### src/rtl/arm_pipe_pkg.sv
// Shared definitions for the pipelined LEGv8 core: control-bundle layout,
// zero-register index and the bubble encoding.
package arm_pipe_pkg;

   localparam int CTRL_W        = 9;
   localparam int CTRL_REGWRITE = 8;
   localparam int CTRL_MEMREAD  = 7;
   localparam int CTRL_MEMWRITE = 6;
   localparam int CTRL_MEMTOREG = 5;
   localparam int CTRL_ALUSRC   = 4;
   localparam int CTRL_ALUOP_HI = 3;
   localparam int CTRL_ALUOP_LO = 2;
   localparam int CTRL_BRANCH   = 1;
   localparam int CTRL_UNCOND   = 0;

   localparam int ZR_IDX = 31;

   typedef logic [CTRL_W-1:0] ctrl_t;

   localparam ctrl_t BUBBLE = '0;

endpackage

### src/rtl/hazard_detect.sv
// Load-use hazard detector: flags an ID instruction that reads the register
// a load currently in EX is about to produce. Purely combinational.
module hazard_detect
   import arm_pipe_pkg::*;
#(
   parameter int REG_AW = 5,
   parameter int ZR_IDX = arm_pipe_pkg::ZR_IDX
) (
   input  logic              rst,
   input  logic              flush,
   input  logic              ex_valid,
   input  logic              ex_mem_read,
   input  logic [REG_AW-1:0] ex_rd,
   input  logic [REG_AW-1:0] id_rs1,
   input  logic [REG_AW-1:0] id_rs2,
   input  logic              id_use_rs1,
   input  logic              id_use_rs2,
   output logic              hz,
   output logic              stall
);

   localparam logic [REG_AW-1:0] ZR = REG_AW'(ZR_IDX);

   logic rs1_hit;
   logic rs2_hit;

   assign rs1_hit = id_use_rs1 && (ex_rd == id_rs1);
   assign rs2_hit = id_use_rs2 && (ex_rd == id_rs2);

   // A load into XZR produces nothing, so it can never stall a reader.
   assign hz    = ex_valid && ex_mem_read && (ex_rd != ZR) && (rs1_hit || rs2_hit);
   assign stall = hz && !flush && !rst;

endmodule

### src/rtl/id_ex_stage.sv
// ID/EX pipeline register with WB->ID write-through bypass, load-use bubble
// insertion and a saturating stall-cycle counter.
module id_ex_stage
   import arm_pipe_pkg::*;
#(
   parameter int DATA_W = 64,
   parameter int REG_AW = 5,
   parameter int ZR_IDX = arm_pipe_pkg::ZR_IDX,
   parameter int CNT_W  = 32
) (
   input  logic              clk,
   input  logic              rst,
   input  logic [DATA_W-1:0] id_pc,
   input  logic [REG_AW-1:0] id_rs1,
   input  logic [REG_AW-1:0] id_rs2,
   input  logic              id_use_rs1,
   input  logic              id_use_rs2,
   input  logic [REG_AW-1:0] id_rd,
   input  logic [DATA_W-1:0] id_rdata1,
   input  logic [DATA_W-1:0] id_rdata2,
   input  logic [DATA_W-1:0] id_imm,
   input  logic [CTRL_W-1:0] id_ctrl,
   input  logic              wb_reg_write,
   input  logic [REG_AW-1:0] wb_rd,
   input  logic [DATA_W-1:0] wb_data,
   input  logic              flush,
   output logic [DATA_W-1:0] ex_pc,
   output logic [DATA_W-1:0] ex_rdata1,
   output logic [DATA_W-1:0] ex_rdata2,
   output logic [DATA_W-1:0] ex_imm,
   output logic [REG_AW-1:0] ex_rs1,
   output logic [REG_AW-1:0] ex_rs2,
   output logic [REG_AW-1:0] ex_rd,
   output logic [CTRL_W-1:0] ex_ctrl,
   output logic              ex_valid,
   output logic              stall,
   output logic [CNT_W-1:0]  stall_count
);

   localparam logic [REG_AW-1:0] ZR = REG_AW'(ZR_IDX);

   logic [DATA_W-1:0] op1;
   logic [DATA_W-1:0] op2;
   logic              hz;

   // The register file commits WB on the same edge that captures ID, so the
   // value it returns is stale when WB targets the same register.
   always_comb begin
      // NOTE: every always_comb output gets a default first so no path leaves
      // it unassigned, which would otherwise infer a latch.
      op1 = id_rdata1;
      op2 = id_rdata2;
      if (wb_reg_write && (wb_rd == id_rs1) && (id_rs1 != ZR)) op1 = wb_data;
      if (wb_reg_write && (wb_rd == id_rs2) && (id_rs2 != ZR)) op2 = wb_data;
   end

   hazard_detect #(
      .REG_AW (REG_AW),
      .ZR_IDX (ZR_IDX)
   ) u_hazard_detect (
      .rst         (rst),
      .flush       (flush),
      .ex_valid    (ex_valid),
      .ex_mem_read (ex_ctrl[CTRL_MEMREAD]),
      .ex_rd       (ex_rd),
      .id_rs1      (id_rs1),
      .id_rs2      (id_rs2),
      .id_use_rs1  (id_use_rs1),
      .id_use_rs2  (id_use_rs2),
      .hz          (hz),
      .stall       (stall)
   );

   // NOTE: sequential state uses non-blocking assignments so every register
   // samples pre-edge values regardless of statement order.
   always_ff @(posedge clk) begin
      if (rst) begin
         ex_pc       <= '0;
         ex_rdata1   <= '0;
         ex_rdata2   <= '0;
         ex_imm      <= '0;
         ex_rs1      <= '0;
         ex_rs2      <= '0;
         ex_rd       <= '0;
         ex_ctrl     <= BUBBLE;
         ex_valid    <= 1'b0;
         stall_count <= '0;
      end else if (flush || hz) begin
         ex_pc     <= '0;
         ex_rdata1 <= '0;
         ex_rdata2 <= '0;
         ex_imm    <= '0;
         ex_rs1    <= '0;
         ex_rs2    <= '0;
         ex_rd     <= '0;
         ex_ctrl   <= BUBBLE;
         ex_valid  <= 1'b0;
         // stall already excludes flush, so a flushed hazard is not counted.
         if (stall && (stall_count != '1)) stall_count <= stall_count + CNT_W'(1);
      end else begin
         ex_pc     <= id_pc;
         ex_rdata1 <= op1;
         ex_rdata2 <= op2;
         ex_imm    <= id_imm;
         ex_rs1    <= id_rs1;
         ex_rs2    <= id_rs2;
         ex_rd     <= id_rd;
         ex_ctrl   <= id_ctrl;
         ex_valid  <= 1'b1;
      end
   end

endmodule

### config.mk
export PLATFORM = sky130hd
export DESIGN_NAME = id_ex_stage
export DESIGN_NICKNAME = d
export VERILOG_FILES = /design/src/rtl/arm_pipe_pkg.sv /design/src/rtl/hazard_detect.sv /design/src/rtl/id_ex_stage.sv
export SDC_FILE = /design/constraint.sdc
export NUM_CORES = 1
export LEC_CHECK = 0
export ABC_CLOCK_PERIOD_IN_PS = 4000
export CAP_MARGIN = 20
export CORE_AREA = 2 2 261 263
export DETAILED_ROUTE_END_ITERATION = 10
export DIE_AREA = 0 0 263 265
export GPL_TIMING_DRIVEN = 0
export PLACE_DENSITY_LB_ADDON = 0.08
export SETUP_SLACK_MARGIN = 0.4
export SYNTH_ARGS = -nofsm -noshare
export SYNTH_HDL_FRONTEND = slang
export SYNTH_HIERARCHICAL = 1
export SYNTH_SLANG_ARGS = --single-unit
### constraint.sdc
create_clock -name clk -period 4 [get_ports clk]
set_clock_uncertainty 0.15 [all_clocks]
set_input_delay 0.4 -clock clk [delete_from_list [all_inputs] [get_ports clk]]
set_output_delay 0.4 -clock clk [all_outputs]
set_load 0.02 [all_outputs]
# ---- Yosys cells after proc, flatten, opt, wreduce, memory -nomap -nowiden
# Cells that the tools add are included.
dict set report totals {
  regBits 313
  in_bits 355
  out_inout_bits 314
  word_cells 40
}
dict set report classes {
  addsub 1
  eq_ne 8
  mux 3
  reduce_logical 18
}
# operator n
set op_table {}
lappend op_table {{$mux W64} 2}
lappend op_table {{$add A32 B1 Y32 const B} 1}
lappend op_table {{$ne A32 B32 Y1 const B} 1}
lappend op_table {{$eq A5 B5 Y1} 4}
lappend op_table {{$ne A5 B5 Y1 const B} 3}
lappend op_table {{$logic_and A1 B1 Y1} 12}
lappend op_table {{$logic_not A1 Y1} 2}
lappend op_table {{$logic_or A1 B1 Y1} 2}
lappend op_table {{$reduce_and A2 Y1} 1}
lappend op_table {{$reduce_or A2 Y1} 1}
lappend op_table {{$mux W1} 1}

# ---- Depth between registers and ports, before layout
# Gate-level depths: netlist (run 1).
dict set report depth {
  ltp_word 8
  mapped_depth 10
}

# ---- Cells and area by module
# Netlist (run 1), hierarchy kept.
# module n_inst cells_per_inst area_each_um2 seq_area_each_um2
set modules_own_cells {}
lappend modules_own_cells {id_ex_stage 1 939 10217.3 6266.0}
lappend modules_own_cells {hazard_detect 1 21 148.9 0.0}

# ---- Least setup slack after synthesis (run 1)
# Ideal clock, no wire load.
dict set report synth_timing {
  path_type {register to register}
  startpoint {reg ex_rd[2]}
  endpoint {reg stall_count[26]}
  setup_time_ps 70
  arrival_ps 2555
  slack_ps 1225
  path_stages_with_launch 10
  n_path_buf 0
  synth_period_minus_slack_ps 2775
  cell_sequence {dfxtp_1 > xnor2_1 > nand4_1 > o22ai_1 > and3_1 > o21a_1 > nand4_1 > or3_4 > or4_1 > a21oi_1}
}
dict set report synth_between {
  elab_chain_len 8
  word_cells_on_any_way 13
}
# item line_no
set synth_lines {}
lappend synth_lines {{from (decl)} id_ex_stage.sv:33} ;# output logic [REG_AW-1:0] ex_rd,
lappend synth_lines {{from (signal assigned)} id_ex_stage.sv:107} ;# ex_rd <= id_rd;
lappend synth_lines {{$eq A5 B5 Y1 (on tied branches)} {hazard_detect.sv:27, hazard_detect.sv:28}}
lappend synth_lines {{$logic_and A1 B1 Y1 (on tied branches)} {hazard_detect.sv:27, hazard_detect.sv:28}}
lappend synth_lines {{$logic_or A1 B1 Y1} hazard_detect.sv:31} ;# assign hz = ex_valid && ex_mem_read && (ex_rd != ZR) && (rs1_hit || rs2_hit);
lappend synth_lines {{$logic_and A1 B1 Y1 (*)} hazard_detect.sv:31}
lappend synth_lines {{$logic_and A1 B1 Y1 (*) (2 in a row)} hazard_detect.sv:32} ;# assign stall = hz && !flush && !rst;
lappend synth_lines {{net stall} id_ex_stage.sv:36} ;# output logic stall,
lappend synth_lines {{$logic_and A1 B1 Y1 (*)} id_ex_stage.sv:99} ;# if (stall && (stall_count != '1)) stall_count <= stall_count + CNT_W'(1);
lappend synth_lines {{$reduce_and A2 Y1 (no source line) (*)} --}
lappend synth_lines {{to (signal assigned)} id_ex_stage.sv:99}
lappend synth_lines {{to (decl)} id_ex_stage.sv:37} ;# output logic [CNT_W-1:0] stall_count
# The timed path passes the listed nets; every way through them passes the cells marked *.
# A chain may end at the register's enable or synchronous reset.

# ---- Worst setup path after layout (run 1)
dict set report layout_timing {
  startpoint {in id_rs1[2]}
  endpoint {reg ex_rdata1[9]}
}
dict set report layout_between {
  elab_chain_len 6
  word_cells_on_any_way 11
}
# item line_no
set layout_lines {}
lappend layout_lines {{from (decl)} id_ex_stage.sv:14} ;# input logic [REG_AW-1:0] id_rs1,
lappend layout_lines {{$eq A5 B5 Y1} hazard_detect.sv:27} ;# assign rs1_hit = id_use_rs1 && (ex_rd == id_rs1);
lappend layout_lines {{$logic_and A1 B1 Y1} hazard_detect.sv:27}
lappend layout_lines {{$logic_or A1 B1 Y1} hazard_detect.sv:31}
lappend layout_lines {{$logic_and A1 B1 Y1} hazard_detect.sv:31}
lappend layout_lines {{$logic_or A1 B1 Y1} id_ex_stage.sv:88} ;# end else if (flush || hz) begin
lappend layout_lines {{$reduce_or A2 Y1 (no source line)} --}
lappend layout_lines {{to (signal assigned)} id_ex_stage.sv:102} ;# ex_rdata1 <= op1;
lappend layout_lines {{to (decl)} id_ex_stage.sv:28} ;# output logic [DATA_W-1:0] ex_rdata1,
# Several ways; a longest one is shown, not always the timed one.

==> results of run 1 <==
==> placed cells by master (no fill, tap or decap), drive strengths merged <==
cell type	count
o21a	1
a311oi	1
buf	13
and3b	1
nand2b	1
nand3	11
xor2	2
o22ai	1
nand4	12
or4b	1
a41o	1
nor4b	2
clkbuf	104
nor3	4
and2	154
nand2	16
a211oi	4
inv	9
nor4	4
xnor2	27
or4	12
dfxtp	313
mux2i	129
and3	3
nor2	144
a21oi	21
o31ai	13
and4	4
o21ai	9
ha	1
clkdlybuf4s50	668
or3	10
bufinv	1
diode	9
clkinv	9
==> worst paths after layout <==
check | startpoint | to | slack [ns] | cells after the start
max | id_rs1[2] | ex_rdata1[9] | 0.77 | 8
min | id_pc[42] | ex_pc[42] | 0.25 | 2
max reg2reg | ex_rd[3] | ex_imm[26] | 0.82 | 9
min reg2reg | stall_count[26] | stall_count[26] | 0.35 | 2
==> flip-flops by register name, summed over array words and instances, names as in the netlist <==
signal       count
ex_rdata2       64
stall_count     32
ex_rd            5
ex_rs2           5
ex_ctrl          9
ex_valid         1
ex_imm          64
ex_rs1           5
ex_rdata1       64
ex_pc           64
==> per-stage QoR <==
stage,util (%),hold slack [ns],instances
global placement,27.2,0.335,2501
finish,29.3,0.254,2588
floorplan,-,0.372,960
detailed placement,27.2,0.341,2501
global route,29.3,0.225,2583
CTS,29.3,0.205,2577
==> power by group <==
| group | total (uW) | internal (uW) | switching, uW |
|---|---|---|---|
| combinational | 998 | 581 | 417 |
| sequential | 3270 | 3230 | 32.7 |
| clock | 3800 | 2310 | 1490 |
==> metal layers <==
metal	part of all wire (%)	track usage (%)	vias to the layer above
li1	-	-	4633
met1	36	14.6	4359
met2	51	25.6	424
met3	11	6.98	79
met4	2.5	4.73	14
met5	0.18	0	-
==> layout make-up <==
| type | instances | area [sq um] | area share, % |
|---|---|---|---|
| antenna | 9 | 22.5 | 0.115 |
| buffer | 51 | 195 | 0.996 |
| clock buffer | 64 | 1310 | 6.68 |
| clock inverter | 12 | 92.6 | 0.473 |
| inverter | 7 | 26.3 | 0.134 |
| multi-input combinational | 589 | 3880 | 19.8 |
| sequential | 313 | 6270 | 32.0 |
| tap | 873 | 1090 | 5.58 |
| timing repair buffer | 670 | 6710 | 34.2 |
==> kinds of logic (layout without fill, tap and decap cells) <==
| group | after synthesis | in the layout | share of synthesized area [%] |
|---|---|---|---|
| compound gates | 51 | 51 | 3.04 |
| mux | 129 | 129 | 12.5 |
| buf+inv | 58 | 804 | 2.14 |
| fa+ha+maj | 1 | 1 | 0.121 |
| other cells | 0 | 9 | 0 |
| xor+xnor | 29 | 29 | 2.45 |
| simple gates | 379 | 379 | 19.3 |
| flops | 313 | 313 | 60.4 |
==> impl_metrics.json, run 1 <==
{
  "grt_max_degree": 12,
  "finalPower_uw": 8070,
  "min_period_ns": 3.23,
  "crit_chain": "clkdlybuf4s50_1 -> xnor2_1 -> nand3_1 -> nor3_1 -> buf_1 -> clkbuf_1 -> mux2i_1 -> nor2_1",
  "crit_family": "buffers and inverters",
  "grt_pass1_vias": 9947,
  "worstMarginPinSlew_ns": 1.06,
  "dpl.hpwl_mm": 41.1,
  "path_clk_slew_ns": 0.06,
  "vias_per_cell": 3.67,
  "start_util_pct": 15.5,
  "port_buffers": 668,
  "slew_viol_final": 0,
  "synthCells": 960,
  "ir_worst_vdd_uv": 275,
  "nets": 2030,
  "cp.arrival_ns": 3.50,
  "async_flop_share_pct": 0,
  "drv_cap": 0,
  "critical_path_class": "in -> reg",
  "critPathCaptureType": "flip-flop",
  "synth_fp_nets": 1316,
  "cts_root_buf": "clkbuf_16",
  "cts_sinks": 313,
  "gp_congestion": 0.771,
  "die_w_um": 263,
  "hp-class": "in -> reg",
  "synth_edf_count": 0,
  "grt_remaining_overflow": 0,
  "rsz0062_at_grt": "false",
  "crit_buf_inv": 3,
  "cp-start-kind": "primary input",
  "grt_pass1_wl_mm": 72.2,
  "wirelength_mm": 51.6,
  "setup_viol": 0,
  "cts_inserted_buffers": 42,
  "crit_fanout": 10,
  "yosysMostFrequentCell": "dfxtp_1",
  "synth_seq_area_share_pct": 60.4,
  "worstSkewPairLatency_ns": 0.55,
  "fill_cells": 7019,
  "p_leak_uw": 0.00695,
  "relSlewSlack_pct": 29.1,
  "synth_top_area_share_pct": 60.4,
  "dominantRegCellSynth": "dfxtp_1",
  "finalHoldViolCount": 0,
  "io_pins": 669,
  "core_sq_um": 66800,
  "drive_gt1_share_pct": 4.63,
  "wire_per_inst_um": 19.9,
  "status": "completed",
  "ant_nets": 0,
  "vias": 9509,
  "post-cts-setup-buffer-count": 0,
  "syn_to_final_growth_pct": 89.0,
  "finalInstanceArea_sq_um": 19600,
  "hold_buffers": 0,
  "die_y_um": 265,
  "synth_area_leaders": "dfxtp_1 (60%), mux2i_1 (12%), and2_1 (9.3%), nor2_1 (5.2%), xnor2_1 (2.3%)",
  "place_area_sq_um": 18100,
  "rows": 95,
  "tns_ns": 0,
  "cts-resized-gates": 0,
  "p_per_area_nw_per_um2": 412,
  "dieArea_sq_um": 69700,
  "drc": 0,
  "yosysUniqueCellTypes": 38,
  "fin_crit_sh_pct": 80.8,
  "cp_slowest_cell": "clkbuf_1",
  "fin_ws_ns": 0.766,
  "synth.cell_area_sq_um": 10400,
  "ctsLongestPathBuffers": 3,
  "post-place-ws_ns": -0.104,
  "cts_tree": "done",
  "avgSynthCellArea_sq_um": 10.8,
  "htreeDepth": 2,
  "yosysTopAreaCell": "dfxtp_1",
  "max_stage_delay_ns": 0.86,
  "ys_ff_latch": 313,
  "first_pass_iters": 6,
  "cp.required_ns": 4.26,
  "drtIter0Drc": 304,
  "grt_use_total_pct": 14.3,
  "synthTopCellsByCount": "dfxtp_1 (313), and2_1 (154), nor2_1 (144), mux2i_1 (129), clkbuf_1 (40)",
  "antenna_found_initial": 16,
  "fmaxAchievable_mhz": 309,
  "ys.warnings.count": 6
}
No activity file was read; power rests on OpenSTA's default activity.
==> inputs of run 2 (changes only) <==
--- a/config.mk
+++ b/config.mk
@@ -5,7 +5,7 @@
 export SDC_FILE = /design/constraint.sdc
 export NUM_CORES = 1
 export LEC_CHECK = 0
-export ABC_CLOCK_PERIOD_IN_PS = 4000
+export ABC_CLOCK_PERIOD_IN_PS = 3000
 export CAP_MARGIN = 20
 export CORE_AREA = 2 2 261 263
 export DETAILED_ROUTE_END_ITERATION = 10
==> constraint.sdc (replaced) <==
create_clock -name clk -period 3 [get_ports clk]
set_clock_uncertainty 0.15 [all_clocks]
set_input_delay 0.3 -clock clk [delete_from_list [all_inputs] [get_ports clk]]
set_output_delay 0.3 -clock clk [all_outputs]
set_load 0.02 [all_outputs]
==> run 2 against run 1 <==
  * First-iteration DRC count up 2.6%
  * Largest power group unchanged
  * Global-route usage down 0.083 points
  * Hold slack worse by 0.23 ns
  * Final cell count unchanged
  * Via count up 0.11%
  * Clock power up 30%
  * Critical path type unchanged
  * Critical endpoint is now stall_count[26]
==> impl_metrics.json, run 2 (synthesis results as in run 1) <==
{
  "worstMarginPinSlew_ns": 0.794,
  "finalPower_uw": 10600,
  "p_sw_uw": 2590,
  "cts_inserted_buffers": 41,
  "crit_fanout": 4,
  "hold_end": "ex_rs1[1]",
  "dpl.hpwl_mm": 41.0,
  "p_int_uw": 8050,
  "rows": 95,
  "slew_viol_final": 0,
  "drive_gt1_share_pct": 8.52,
  "ant_nets": 0,
  "reg2reg_to": "stall_count[26]",
  "setup_viol": 0,
  "finish.utilization_pct": 29.7,
  "rsz0062_at_grt": "true",
  "status": "completed",
  "tns_ns": 0,
  "drtIter0Drc": 312,
  "grt_use_total_pct": 14.3,
  "first_pass_iters": 5,
  "p_per_area_nw_per_um2": 536,
  "final_cell_mix": "clkdlybuf4s50_1 (665), dfxtp_1 (306), and2_1 (154)",
  "r2r_setup_slack_ns": 0.42,
  "io_pins": 669,
  "critPathCaptureType": "flip-flop",
  "dieArea_sq_um": 69700,
  "clkPwrFrac_pct": 46.4,
  "fin_crit_sh_pct": 86.5,
  "gp_congestion": 0.770,
  "grt_remaining_overflow": 0,
  "fmaxAchievable_mhz": 385,
  "drv_cap": 0,
  "die_w_um": 263,
  "ctsLongestPathBuffers": 3,
  "cts_tree": "done",
  "wirelength_mm": 51.3,
  "hp-class": "in -> reg",
  "switching_share_pct": 24.3,
  "relSlewSlack_pct": 46.8,
  "cp-start-kind": "primary input",
  "cp.required_ns": 3.34,
  "start_util_pct": 15.5,
  "min_period_ns": 2.59,
  "seqCellArea_sq_um": 6290,
  "vias": 9519,
  "port_buffers": 668,
  "htreeDepth": 2,
  "grt_max_degree": 12,
  "critical_path_class": "in -> reg",
  "multi_input_area_sq_um": 4030,
  "path_clk_slew_ns": 0.06,
  "vias_per_cell": 3.68,
  "grt_pass1_vias": 10100,
  "min_from": "id_rs1[1]",
  "cp.arrival_ns": 2.94,
  "nets": 2037,
  "comb_power_share_pct": 12.6,
  "worstSkewPairLatency_ns": 0.56,
  "core_sq_um": 66800,
  "syn_to_final_growth_pct": 91.3,
  "fill_cells": 6988,
  "cts_root_buf": "clkbuf_16",
  "layout_commonest_cell": "clkdlybuf4s50_1",
  "power_frac_seq_pct": 40.9,
  "die_y_um": 265,
  "reg2reg_depth": 9,
  "wire_per_inst_um": 19.8,
  "ir_worst_vdd_uv": 298,
  "drc": 0,
  "hold_buffers": 0,
  "hold_depth": 2,
  "p_leak_uw": 0.00716,
  "finalHoldViolCount": 0,
  "worstReg2RegStart": "ex_rd[3]",
  "cts_sinks": 313,
  "grt_pass1_wl_mm": 72.0,
  "antenna_found_initial": 12
}
run 2: through the flow:
step	area [sq um]	hold slack [ns]	worst slack, ns	cells
final	19800	0.0262	0.405	2588
after CTS	19700	0.0934	0.244	2581
after global routing	19800	0.0257	0.278	2586
after global placement	18200	0.335	-0.976	2501
after floorplan	10400	0.271	0.403	960
after detailed placement	18200	0.345	-1.05	2502
run 2: per-layer routing:
metal	track usage [%]	vias to the layer above	wire length, um
met1	14.7	4360	18800
met2	26.0	402	26200
li1	-	4654	-
met3	6.71	85	5240
met5	0	-	106
met4	3.27	18	1010
run 2: worst max path at each step:
stage                   start         endpoint  slack [ns]
global route         ex_rd[2]  stall_count[26]        0.28
detailed placement  id_rs2[1]    ex_rdata2[58]       -1.05
floorplan            ex_rd[2]  stall_count[26]        0.40
CTS                  ex_rd[1]       ex_imm[59]        0.24
global placement    id_rs2[1]    ex_rdata2[58]       -0.98
finish              id_rs2[3]  stall_count[26]        0.41
run 2: final cells by class:
cell class,instances,area share [%]
clock buffer,63,6.30
inverter,7,0.158
multi-input combinational,589,20.3
clock inverter,12,0.498
sequential,313,31.7
tap,873,5.51
timing repair buffer,678,34.1
antenna,2,0.0252
buffer,51,1.39
run 2: repair_timing:
action	CTS	global route
pin swaps	9	6
gates resized for setup	63	32
setup buffers	4	5
gates cloned	0	0
setup endpoints to repair	229	153
run 2: power groups by stage:
stage	combinational (uW)	sequential [uW]	clock [uW]
floorplan	227	4640	0
global placement	1360	4440	0
detailed placement	1360	4450	0
CTS	1370	4360	5150
global route	1430	4370	5290
finish	1340	4350	4940
run 2: critical path, cell delays in order:
cell and delay [ns]:
clkdlybuf4s50_1 0.61, xnor2_2 0.15, nand4_1 0.12, o22ai_2 0.23
and3b_1 0.22, o21a_4 0.15, nand4_1 0.20, or3_4 0.43
or4_4 0.42, a21oi_2 0.11
